--- src/rtl/taxi_i2c_master_apb_regs_if.sv ---
// APB completer and AXI-Stream interfaces used by the I2C master register block.

interface taxi_apb_if #(
    parameter int DATA_W = 32,
    parameter int ADDR_W = 32,
    parameter int STRB_W = DATA_W / 8
) ();
    logic [ADDR_W-1:0] paddr;
    logic              psel;
    logic              penable;
    logic              pwrite;
    logic [DATA_W-1:0] pwdata;
    logic [STRB_W-1:0] pstrb;
    logic              pready;
    logic [DATA_W-1:0] prdata;
    logic              pslverr;

    modport mst (
        output paddr, psel, penable, pwrite, pwdata, pstrb,
        input  pready, prdata, pslverr
    );

    modport slv (
        input  paddr, psel, penable, pwrite, pwdata, pstrb,
        output pready, prdata, pslverr
    );
endinterface

interface taxi_axis_if #(
    parameter int DATA_W = 8,
    parameter int KEEP_W = 1,
    parameter int ID_W   = 8,
    parameter int DEST_W = 8,
    parameter int USER_W = 1
) ();
    logic [DATA_W-1:0] tdata;
    logic [KEEP_W-1:0] tkeep;
    logic              tvalid;
    logic              tready;
    logic              tlast;
    logic [ID_W-1:0]   tid;
    logic [DEST_W-1:0] tdest;
    logic [USER_W-1:0] tuser;

    modport src (
        output tdata, tkeep, tvalid, tlast, tid, tdest, tuser,
        input  tready
    );

    modport snk (
        input  tdata, tkeep, tvalid, tlast, tid, tdest, tuser,
        output tready
    );
endinterface

--- src/rtl/taxi_i2c_master_apb_regs.sv ---
// APB register front-end for an I2C master: one-deep command, tx and rx holding
// registers, sticky status flags and prescale / stop-on-idle control.

module taxi_i2c_master_apb_regs (
    input  logic        clk,
    input  logic        rst,
    taxi_apb_if.slv     s_apb,
    output logic [6:0]  cmd_address,
    output logic        cmd_start,
    output logic        cmd_read,
    output logic        cmd_write,
    output logic        cmd_write_multiple,
    output logic        cmd_stop,
    output logic        cmd_valid,
    input  logic        cmd_ready,
    taxi_axis_if.src    m_axis_tx,
    taxi_axis_if.snk    s_axis_rx,
    input  logic        i2c_busy,
    input  logic        i2c_bus_control,
    input  logic        i2c_bus_active,
    input  logic        i2c_missed_ack,
    output logic [15:0] prescale,
    output logic        stop_on_idle
);
    localparam int APB_DATA_W = s_apb.DATA_W;
    localparam int APB_ADDR_W = s_apb.ADDR_W;
    localparam int APB_STRB_W = s_apb.STRB_W;
    localparam int TX_DATA_W  = m_axis_tx.DATA_W;
    localparam int RX_DATA_W  = s_axis_rx.DATA_W;

    if (APB_DATA_W != 32 || APB_STRB_W != 4 || APB_ADDR_W < 4) begin : g_bad_apb
        $fatal(0, "APB interface must have DATA_W=32, STRB_W=4 and ADDR_W>=4");
    end
    if (TX_DATA_W != 8 || RX_DATA_W != 8) begin : g_bad_axis
        $fatal(0, "AXI-Stream interfaces must have DATA_W=8");
    end

    logic        pready_reg;
    logic [31:0] prdata_reg;
    logic [31:0] rdata;
    logic [31:0] wdata;
    logic [3:0]  strb;
    logic [1:0]  reg_sel;
    logic        access;
    logic        wr_access;
    logic        status_wr;
    logic        cmd_wr;
    logic        cmd_drop;
    logic        tx_wr;
    logic        tx_drop;
    logic        ctrl_wr;
    logic        rx_pop;
    logic        rx_capture;

    logic [7:0]  tx_data;
    logic        tx_last;
    logic        tx_valid;
    logic [7:0]  rx_data;
    logic        rx_last;
    logic        rx_valid;
    logic        missed_ack;
    logic        cmd_overflow;
    logic        tx_overflow;

    // Access is sampled once per transfer: the edge that raises pready is the
    // only edge where register side effects take place.
    assign access     = s_apb.psel && s_apb.penable && !pready_reg;
    assign wr_access  = access && s_apb.pwrite;
    assign wdata      = s_apb.pwdata;
    assign strb       = s_apb.pstrb;
    assign reg_sel    = s_apb.paddr[3:2];

    assign status_wr  = wr_access && reg_sel == 2'd0;
    assign cmd_wr     = wr_access && reg_sel == 2'd1 && strb[0] && |wdata[12:8];
    assign cmd_drop   = cmd_wr && cmd_valid;
    assign tx_wr      = wr_access && reg_sel == 2'd2 && strb[0];
    assign tx_drop    = tx_wr && tx_valid;
    assign ctrl_wr    = wr_access && reg_sel == 2'd3;
    assign rx_pop     = access && !s_apb.pwrite && reg_sel == 2'd2 && rx_valid;
    assign rx_capture = s_axis_rx.tvalid && !rx_valid;

    always_comb begin
        rdata = '0;
        case (reg_sel)
            2'd0: rdata = {21'd0, rx_valid, tx_valid, cmd_valid, 2'd0, tx_overflow,
                           cmd_overflow, missed_ack, i2c_bus_active, i2c_bus_control, i2c_busy};
            2'd1: rdata = {19'd0, cmd_stop, cmd_write_multiple, cmd_write, cmd_read,
                           cmd_start, 1'b0, cmd_address};
            2'd2: rdata = rx_valid ? {22'd0, rx_last, 1'b1, rx_data} : '0;
            default: rdata = {15'd0, stop_on_idle, prescale};
        endcase
    end

    always_ff @(posedge clk) begin
        if (rst) begin
            pready_reg         <= 1'b0;
            prdata_reg         <= '0;
            cmd_address        <= '0;
            cmd_start          <= 1'b0;
            cmd_read           <= 1'b0;
            cmd_write          <= 1'b0;
            cmd_write_multiple <= 1'b0;
            cmd_stop           <= 1'b0;
            cmd_valid          <= 1'b0;
            tx_data            <= '0;
            tx_last            <= 1'b0;
            tx_valid           <= 1'b0;
            rx_data            <= '0;
            rx_last            <= 1'b0;
            rx_valid           <= 1'b0;
            missed_ack         <= 1'b0;
            cmd_overflow       <= 1'b0;
            tx_overflow        <= 1'b0;
            prescale           <= '0;
            stop_on_idle       <= 1'b0;
        end else begin
            pready_reg <= access;
            prdata_reg <= (access && !s_apb.pwrite) ? rdata : '0;

            // Set events take priority over a simultaneous write-one-to-clear.
            missed_ack   <= i2c_missed_ack || (missed_ack && !(status_wr && wdata[3]));
            cmd_overflow <= cmd_drop || (cmd_overflow && !(status_wr && wdata[4]));
            tx_overflow  <= tx_drop || (tx_overflow && !(status_wr && wdata[5]));

            if (cmd_valid && cmd_ready) begin
                cmd_valid <= 1'b0;
            end else if (cmd_wr && !cmd_valid) begin
                cmd_address        <= wdata[6:0];
                cmd_start          <= wdata[8];
                cmd_read           <= wdata[9];
                cmd_write          <= wdata[10];
                cmd_write_multiple <= wdata[11];
                cmd_stop           <= wdata[12];
                cmd_valid          <= 1'b1;
            end

            if (tx_valid && m_axis_tx.tready) begin
                tx_valid <= 1'b0;
            end else if (tx_wr && !tx_valid) begin
                tx_data  <= wdata[7:0];
                tx_last  <= wdata[9];
                tx_valid <= 1'b1;
            end

            // rx_valid gates tready, so a pop and a capture can never coincide.
            if (rx_pop) begin
                rx_valid <= 1'b0;
            end else if (rx_capture) begin
                rx_data  <= s_axis_rx.tdata;
                rx_last  <= s_axis_rx.tlast;
                rx_valid <= 1'b1;
            end

            if (ctrl_wr) begin
                if (strb[0]) prescale[7:0]  <= wdata[7:0];
                if (strb[1]) prescale[15:8] <= wdata[15:8];
                if (strb[2]) stop_on_idle   <= wdata[16];
            end
        end
    end

    assign s_apb.pready   = pready_reg;
    assign s_apb.prdata   = prdata_reg;
    assign s_apb.pslverr  = 1'b0;

    assign m_axis_tx.tdata  = tx_data;
    assign m_axis_tx.tlast  = tx_last;
    assign m_axis_tx.tvalid = tx_valid;
    assign m_axis_tx.tkeep  = '0;
    assign m_axis_tx.tid    = '0;
    assign m_axis_tx.tdest  = '0;
    assign m_axis_tx.tuser  = '0;

    assign s_axis_rx.tready = !rx_valid;

    logic unused_sink;
    assign unused_sink = ^{s_apb.paddr, s_apb.pwdata, s_apb.pstrb, s_axis_rx.tkeep,
                           s_axis_rx.tid, s_axis_rx.tdest, s_axis_rx.tuser};

endmodule

--- src/flat_wrapper.sv ---
// flat-port wrapper written by rule: the top's interface ports become plain ports
module taxi_i2c_master_apb_regs_flat 
  (clk, rst, cmd_address, cmd_start, cmd_read, cmd_write, cmd_write_multiple, cmd_stop, cmd_valid, cmd_ready, i2c_busy, i2c_bus_control, i2c_bus_active, i2c_missed_ack, prescale, stop_on_idle, s_apb_paddr, s_apb_psel, s_apb_penable, s_apb_pwrite, s_apb_pwdata, s_apb_pstrb, s_apb_pready, s_apb_prdata, s_apb_pslverr, m_axis_tx_tdata, m_axis_tx_tkeep, m_axis_tx_tvalid, m_axis_tx_tlast, m_axis_tx_tid, m_axis_tx_tdest, m_axis_tx_tuser, m_axis_tx_tready, s_axis_rx_tdata, s_axis_rx_tkeep, s_axis_rx_tvalid, s_axis_rx_tlast, s_axis_rx_tid, s_axis_rx_tdest, s_axis_rx_tuser, s_axis_rx_tready);
  taxi_apb_if s_apb_i ();
  taxi_axis_if m_axis_tx_i ();
  taxi_axis_if s_axis_rx_i ();
  input  logic clk;
  input  logic rst;
  output logic [6:0] cmd_address;
  output logic cmd_start;
  output logic cmd_read;
  output logic cmd_write;
  output logic cmd_write_multiple;
  output logic cmd_stop;
  output logic cmd_valid;
  input  logic cmd_ready;
  input  logic i2c_busy;
  input  logic i2c_bus_control;
  input  logic i2c_bus_active;
  input  logic i2c_missed_ack;
  output logic [15:0] prescale;
  output logic stop_on_idle;
  input wire logic [$bits(s_apb_i.paddr)-1:0] s_apb_paddr;
  input wire logic [$bits(s_apb_i.psel)-1:0] s_apb_psel;
  input wire logic [$bits(s_apb_i.penable)-1:0] s_apb_penable;
  input wire logic [$bits(s_apb_i.pwrite)-1:0] s_apb_pwrite;
  input wire logic [$bits(s_apb_i.pwdata)-1:0] s_apb_pwdata;
  input wire logic [$bits(s_apb_i.pstrb)-1:0] s_apb_pstrb;
  output wire logic [$bits(s_apb_i.pready)-1:0] s_apb_pready;
  output wire logic [$bits(s_apb_i.prdata)-1:0] s_apb_prdata;
  output wire logic [$bits(s_apb_i.pslverr)-1:0] s_apb_pslverr;
  output wire logic [$bits(m_axis_tx_i.tdata)-1:0] m_axis_tx_tdata;
  output wire logic [$bits(m_axis_tx_i.tkeep)-1:0] m_axis_tx_tkeep;
  output wire logic [$bits(m_axis_tx_i.tvalid)-1:0] m_axis_tx_tvalid;
  output wire logic [$bits(m_axis_tx_i.tlast)-1:0] m_axis_tx_tlast;
  output wire logic [$bits(m_axis_tx_i.tid)-1:0] m_axis_tx_tid;
  output wire logic [$bits(m_axis_tx_i.tdest)-1:0] m_axis_tx_tdest;
  output wire logic [$bits(m_axis_tx_i.tuser)-1:0] m_axis_tx_tuser;
  input wire logic [$bits(m_axis_tx_i.tready)-1:0] m_axis_tx_tready;
  input wire logic [$bits(s_axis_rx_i.tdata)-1:0] s_axis_rx_tdata;
  input wire logic [$bits(s_axis_rx_i.tkeep)-1:0] s_axis_rx_tkeep;
  input wire logic [$bits(s_axis_rx_i.tvalid)-1:0] s_axis_rx_tvalid;
  input wire logic [$bits(s_axis_rx_i.tlast)-1:0] s_axis_rx_tlast;
  input wire logic [$bits(s_axis_rx_i.tid)-1:0] s_axis_rx_tid;
  input wire logic [$bits(s_axis_rx_i.tdest)-1:0] s_axis_rx_tdest;
  input wire logic [$bits(s_axis_rx_i.tuser)-1:0] s_axis_rx_tuser;
  output wire logic [$bits(s_axis_rx_i.tready)-1:0] s_axis_rx_tready;
  assign s_apb_i.paddr = s_apb_paddr;
  assign s_apb_i.psel = s_apb_psel;
  assign s_apb_i.penable = s_apb_penable;
  assign s_apb_i.pwrite = s_apb_pwrite;
  assign s_apb_i.pwdata = s_apb_pwdata;
  assign s_apb_i.pstrb = s_apb_pstrb;
  assign s_apb_pready = s_apb_i.pready;
  assign s_apb_prdata = s_apb_i.prdata;
  assign s_apb_pslverr = s_apb_i.pslverr;
  assign m_axis_tx_tdata = m_axis_tx_i.tdata;
  assign m_axis_tx_tkeep = m_axis_tx_i.tkeep;
  assign m_axis_tx_tvalid = m_axis_tx_i.tvalid;
  assign m_axis_tx_tlast = m_axis_tx_i.tlast;
  assign m_axis_tx_tid = m_axis_tx_i.tid;
  assign m_axis_tx_tdest = m_axis_tx_i.tdest;
  assign m_axis_tx_tuser = m_axis_tx_i.tuser;
  assign m_axis_tx_i.tready = m_axis_tx_tready;
  assign s_axis_rx_i.tdata = s_axis_rx_tdata;
  assign s_axis_rx_i.tkeep = s_axis_rx_tkeep;
  assign s_axis_rx_i.tvalid = s_axis_rx_tvalid;
  assign s_axis_rx_i.tlast = s_axis_rx_tlast;
  assign s_axis_rx_i.tid = s_axis_rx_tid;
  assign s_axis_rx_i.tdest = s_axis_rx_tdest;
  assign s_axis_rx_i.tuser = s_axis_rx_tuser;
  assign s_axis_rx_tready = s_axis_rx_i.tready;
  taxi_i2c_master_apb_regs u_core (.clk(clk), .rst(rst), .s_apb(s_apb_i), .cmd_address(cmd_address), .cmd_start(cmd_start), .cmd_read(cmd_read), .cmd_write(cmd_write), .cmd_write_multiple(cmd_write_multiple), .cmd_stop(cmd_stop), .cmd_valid(cmd_valid), .cmd_ready(cmd_ready), .m_axis_tx(m_axis_tx_i), .s_axis_rx(s_axis_rx_i), .i2c_busy(i2c_busy), .i2c_bus_control(i2c_bus_control), .i2c_bus_active(i2c_bus_active), .i2c_missed_ack(i2c_missed_ack), .prescale(prescale), .stop_on_idle(stop_on_idle));
endmodule
--- config.mk ---
export PLATFORM = sky130hd
export DESIGN_NAME = taxi_i2c_master_apb_regs_flat
export DESIGN_NICKNAME = d
export VERILOG_FILES = /design/src/rtl/taxi_i2c_master_apb_regs_if.sv /design/src/rtl/taxi_i2c_master_apb_regs.sv /design/src/flat_wrapper.sv
export SDC_FILE = /design/constraint.sdc
export NUM_CORES = 1
export LEC_CHECK = 0
export ABC_AREA = 1
export BUFFER_PORTS_ARGS = -buffer_cell sky130_fd_sc_hd__buf_4
export CAP_MARGIN = 30
export CORE_ASPECT_RATIO = 0.7
export CORE_MARGIN = 3
export CORE_UTILIZATION = 42
export CTS_CLUSTER_DIAMETER = 30
export DETAILED_ROUTE_END_ITERATION = 16
export GPL_TIMING_DRIVEN = 0
export PLACE_DENSITY_LB_ADDON = 0.1
export SLEW_MARGIN = 30
export SYNTH_ARGS = -nofsm -noshare
export SYNTH_HDL_FRONTEND = slang
export SYNTH_SLANG_ARGS = --single-unit
--- constraint.sdc ---
create_clock -name clk -period 1.5 [get_ports clk]
set_input_delay 0.3 -clock clk [delete_from_list [all_inputs] [get_ports clk]]
set_output_delay 0.3 -clock clk [all_outputs]
set_load 0.05 [all_outputs]
==> results of run 1 <==
cells by family after synthesis:
logic type             after synthesis
and+or+nand+nor                    197
buffers and inverters               81
AOI/OAI and AO/OA                   71
DFF                                 71
other                                1
per-stage QoR:
step / TNS (ps) / instance area, um2 / util, % / power (uW) / setup slack (ps)
2_1_floorplan: 0 / 3230 / - / 2470 / 4.58
4_1_cts: 0 / 4260 / 61.3 / 3940 / 13.6
5_1_grt: 0 / 4280 / 61.7 / 4100 / 25.2
3_3_place_gp: -3670 / 4090 / 59.0 / 2650 / -212
6_report: 0 / 4280 / 61.7 / 3930 / 95.4
3_5_place_dp: -4610 / 4090 / 59.0 / 2660 / -213
worst max-delay path by stage:
stage                             from                endpoint  slack, ps  cells after the start
2_1_floorplan      u_core.s_apb.pready   u_core.cmd_address[0]          5                      7
3_3_place_gp            s_apb_paddr[3]       u_core.missed_ack       -210                      8
3_5_place_dp            s_apb_paddr[3]       u_core.missed_ack       -210                      8
4_1_cts            u_core.s_apb.pready      u_core.prescale[1]         10                      6
5_1_grt            u_core.s_apb.pready  u_core.s_apb.prdata[2]         30                      5
6_report       u_core.m_axis_tx.tvalid        m_axis_tx_tvalid        100                      1
timing repair:
| item | in CTS | in global routing |
|---|---|---|
| resized for setup | 0 | 5 |
| setup endpoints to repair | 0 | 19 |
| setup buffers | 0 | 1 |
power by group:
group | switching (uW) | internal, uW | total (uW)
logic | 457 | 216 | 673
clock network | 719 | 584 | 1300
registers | 24.8 | 1920 | 1950
total | 1200 | 2720 | 3930
final cells by class:
| class | count | area, um2 | area share [%] |
|---|---|---|---|
| flip-flops and latches | 71 | 1420 | 33.2 |
| multi-input cells | 302 | 1370 | 32.0 |
| repair buffers | 101 | 758 | 17.7 |
| plain buffers | 49 | 332 | 7.74 |
| clock buffers | 9 | 124 | 2.89 |
| inverters | 32 | 120 | 2.80 |
| well taps | 94 | 118 | 2.75 |
| clock inverters | 7 | 40.0 | 0.935 |
routing by layer:
layer / up-vias / global-route usage (%)
li1: 1576 / -
met1: 1391 / 28.4
met2: 142 / 31.2
met3: 10 / 5.99
met4: 0 / 4.54
met5: - / 0
cells in the final DEF (no fill, tap or decap), types with 3 or more instances in the layout:
cell	netlist	final
buf_4	38	139
nor2_1	94	94
dfxtp_1	71	71
nand2_1	65	65
conb_1	1	34
o21ai_0	28	28
a21oi_1	20	20
inv_1	18	18
nand3_1	16	16
inv_2	12	12
o21ai_1	12	12
nand4_1	9	9
clkbuf_8	0	9
a31oi_1	8	8
nor2_4	5	7
clkbuf_1	7	6
clkinv_2	0	5
buf_2	3	3
==> results.toml, run 1 <==
[grt]
grt_pass1_wl_um = 13500
grt-ovfl-total = 0
groute.usage.overall_pct = 20.4
grt_max_degree = 13
grt_pass1_vias = 2755
antenna_found_initial = 0

[min_path]
hold_path.class = "primary input to flop"
worstHoldStart = "s_apb_pwdata[15]"
hold_path_end = "u_core.prescale[15]"
hold-path-cell-count = 3

[synth]
netlist_top_cells_count = "94 x nor2_1, 71 x dfxtp_1, 65 x nand2_1, 38 x buf_4, 28 x o21ai_0"
yosys_register_bits = 71
yosys.area.top_type = "dfxtp_1"
synth.most_common_cell = "nor2_1"
yosysSeqAreaShare_pct = 45.8
synth.area.top_cells = "dfxtp_1 46%, nor2_1 11%, buf_4 9.2%"
async_flop_share_pct = 0
yosysTopAreaCellShare_pct = 45.8
yosys_warnings = 0
syn_area_per_cell_um2 = 7.37
synth_area_um2 = 3100
synthAdderAreaFrac_pct = 0
synthSimpleGateAreaFrac_pct = 27.5
synth_top_family_by_area = "simple AND/OR/NAND/NOR gates"
synth_compound_gate_area_share_pct = 12.1
synth_xor_area_share_pct = 0
synth-edff-count = 0
ys.flop_type = "dfxtp_1"
synthMuxAreaShare_pct = 0
ys_types = 25
synth_cells = 421

[routing]
wl_met3_um = 919
routedWlPerCell_um = 13.3
firstDrtPassIters = 5
met2_wirelength_um = 3960
drt_iter0_markers = 202
ant_nets = 0
met1_length_um = 3880
routed_wl_um = 8840
top_layer = "met4"
avgViaCountPerCell = 4.69
drc = 0
num_vias = 3119

[setup_path]
end_kind = "primary output"
crit_family = "flip-flops"
crit_type = "flop to primary output"
r2r_start = "u_core.s_apb.pready"
cpPeakStageDelay_ps = 500
crit_slowest_cell = "dfxtp_1"
arrival_ps = 1100
critPathLaunchType = "flop"
reg2regPathDepth = 5
cp.required_ps = 1200
reg2reg_slack_ps = 130
cp_cell_sequence = "buf_4"
cp.buffers_inverters = 1
cp_max_fo = 5
r2r_end = "u_core.s_apb.prdata[8]"

[timing]
min_period_over_period_pct = 93.6
slew_violations = 0
max_freq_mhz = 712
rsz0062_at_grt = "no"
finalCriticalPeriod_ps = 1400
setup_viol = 0
whs_ps = 181
finalHoldViolCount = 0
relSlewSlack_pct = 57.1
max_slew.worst_pin.slew_ps = 644
skew_ps = 5.34

[die]
dieArea_um2 = 8470
fp.dieH_um = 77.9
initial_utilization_pct = 44.7
fp.dieW_um = 109
io_pins = 200
fp-row-count = 25
core_um2 = 6940

[clock_network]
cts_buffer_depth = 2
cts_sinks = 71
ctsHoldBuffers = 0
cts_tree = "yes"
cts_made_buffers = 9
clkSlewWorstSetupHoldPaths_ps = 70
htreeDepth = 3
clk_latency_ps = 340
cts_root_buf = "clkbuf_8"

[placement]
place_hpwl_um = 6830
dp.cells = 648
gp_congestion = 0.887
port_buffers = 100

[flow_run]
cap_violations = 0

[cells_and_area]
antenna_cells = 0
drive_gt1_share_pct = 32.0
largest_reg_flops = 17
fin_cells = 665
syn2layout_area_growth_pct = 38.1
fin_nets = 673
num-fill-cells = 674

[power]
pwr_density_cell_nw_per_um2 = 916
peakVddDrop_uv = 425
p_leak_uw = 0.00205

[status]
status = "finished clean"
Power figures use the tool's default switching activity.
==> inputs of run 2 (changes only) <==
--- a/config.mk
+++ b/config.mk
@@ -8,12 +8,11 @@
 export ABC_AREA = 1
 export BUFFER_PORTS_ARGS = -buffer_cell sky130_fd_sc_hd__buf_4
 export CAP_MARGIN = 30
-export CORE_ASPECT_RATIO = 0.7
+export CORE_ASPECT_RATIO = 1.5
 export CORE_MARGIN = 3
 export CORE_UTILIZATION = 42
 export CTS_CLUSTER_DIAMETER = 30
 export DETAILED_ROUTE_END_ITERATION = 16
-export GPL_TIMING_DRIVEN = 0
 export PLACE_DENSITY_LB_ADDON = 0.1
 export SLEW_MARGIN = 30
 export SYNTH_ARGS = -nofsm -noshare
==> results.toml, run 2 (synthesis gave the netlist of run 1 again) <==
[timing]
finalCriticalPeriod_ps = 1390
tns_ps = 0
finalHoldViolCount = 0
max_freq_mhz = 719
setup_viol = 0
skew_ps = 7.77
rsz0062_at_grt = "no"
min_period_over_period_pct = 92.7
slew_violations = 0

[die]
fp.dieW_um = 76.2
fp-row-count = 37
dieArea_um2 = 8470
fp.dieH_um = 111
core_um2 = 7040
initial_utilization_pct = 44.1
io_pins = 200

[flow_run]
cap_violations = 0

[clock_network]
cts_tree = "yes"
cts_sinks = 71
cts_buffer_depth = 2
htreeDepth = 3
cts_made_buffers = 9
post_cts_buffers = 0
clkSlewWorstSetupHoldPaths_ps = 70
clk_latency_ps = 340
cts_resized = 0
ctsHoldBuffers = 0
cts_root_buf = "clkbuf_8"

[placement]
place_hpwl_um = 6170
dp.cells = 617
port_buffers = 101
gp_congestion = 0.800

[routing]
avgViaCountPerCell = 4.58
met1_length_um = 3450
met2_wirelength_um = 4090
routed_wl_um = 8210
wl_met3_um = 602
drc = 0
ant_nets = 0
firstDrtPassIters = 4
top_layer = "met4"
num_vias = 2892
routedWlPerCell_um = 13.0
drt_iter0_markers = 165

[power]
peakVddDrop_uv = 485
p_leak_uw = 0.00190
pwr_density_cell_nw_per_um2 = 950

[min_path]
hold_path.class = "primary input to flop"
hold-path-cell-count = 3
hold_path_end = "u_core.missed_ack"
worstHoldStart = "i2c_missed_ack"

[cells_and_area]
fin_util_pct = 57.9
mostFrequentLayoutCells = "113 x buf_4, 94 x nor2_1, 71 x dfxtp_1"
syn2layout_area_growth_pct = 31.3
fin_nets = 638
layout_commonest_cell = "buf_4"
drive_gt1_share_pct = 28.6
fin_cells = 632
regArea_um2 = 1420
largest_reg_flops = 17
antenna_cells = 0
multi_input_area_um2 = 1360
num-fill-cells = 699

[setup_path]
crit_type = "flop to primary output"
reg2regPathDepth = 7
r2r_end = "u_core.cmd_start"
cpPeakStageDelay_ps = 490
cp.buffers_inverters = 1
r2r_start = "u_core.s_apb.pready"
crit_family = "flip-flops"
reg2reg_slack_ps = 120
end_kind = "primary output"
arrival_ps = 1090
crit_slowest_cell = "dfxtp_1"
cp_max_fo = 5
critPathLaunchType = "flop"
cp.required_ps = 1200
cp_cell_sequence = "buf_4"

[grt]
groute.usage.overall_pct = 19.0
grt_pass1_wl_um = 13000
grt_pass1_vias = 2639
grt_max_degree = 31
antenna_found_initial = 0
grt-ovfl-total = 0

[status]
status = "finished clean"
-- run 2: worst max path at each step --
stage                            start                         to  cells after the start
3_5_place_dp                s_apb_psel           u_core.cmd_start                      9
4_1_cts        u_core.m_axis_tx.tvalid           m_axis_tx_tvalid                      1
3_3_place_gp                s_apb_psel            u_core.cmd_stop                      9
2_1_floorplan      u_core.s_apb.pready      u_core.cmd_address[0]                      7
5_1_grt            u_core.s_apb.pready  u_core.m_axis_tx.tdata[3]                      5
6_report       u_core.m_axis_tx.tvalid           m_axis_tx_tvalid                      1
-- run 2: tightest hold or removal path, stage by stage --
cell and delay (ps):
buf_4 80, a21oi_1 30, nor2_1 60
-- run 2: report_power, final --
part           switching, uW  total (uW)  internal (uW)  leakage, uW
Combinational            440         603            164      0.00123
Clock                    687        1320            628    0.0000850
Sequential              25.0        1950           1930     0.000575
-- run 2: per-layer routing --
layer  vias up  track usage [%]
met5         -                0
met4         0             7.38
met3         8             5.28
met2       117             31.5
met1      1265             23.4
li1       1502                -
-- run 2: per-stage QoR --
step                      setup WS [ps]  total power, uW  hold slack (ps)  area [um2]
after floorplan                    4.58             2470              417        3230
after global placement             64.5             2590              451        3910
after detailed placement           13.0             2590              455        3910
after CTS                          95.9             3900              160        4070
after global routing              0.387             4030              161        4070
final                               110             3870              177        4070
-- run 2: layout make-up --
cell class / instances / area share (%)
well taps: 97 / 2.98
multi-input cells: 302 / 33.4
inverters: 32 / 2.95
clock inverters: 4 / 0.553
repair buffers: 115 / 21.8
flip-flops and latches: 71 / 34.9
clock buffers: 11 / 3.47
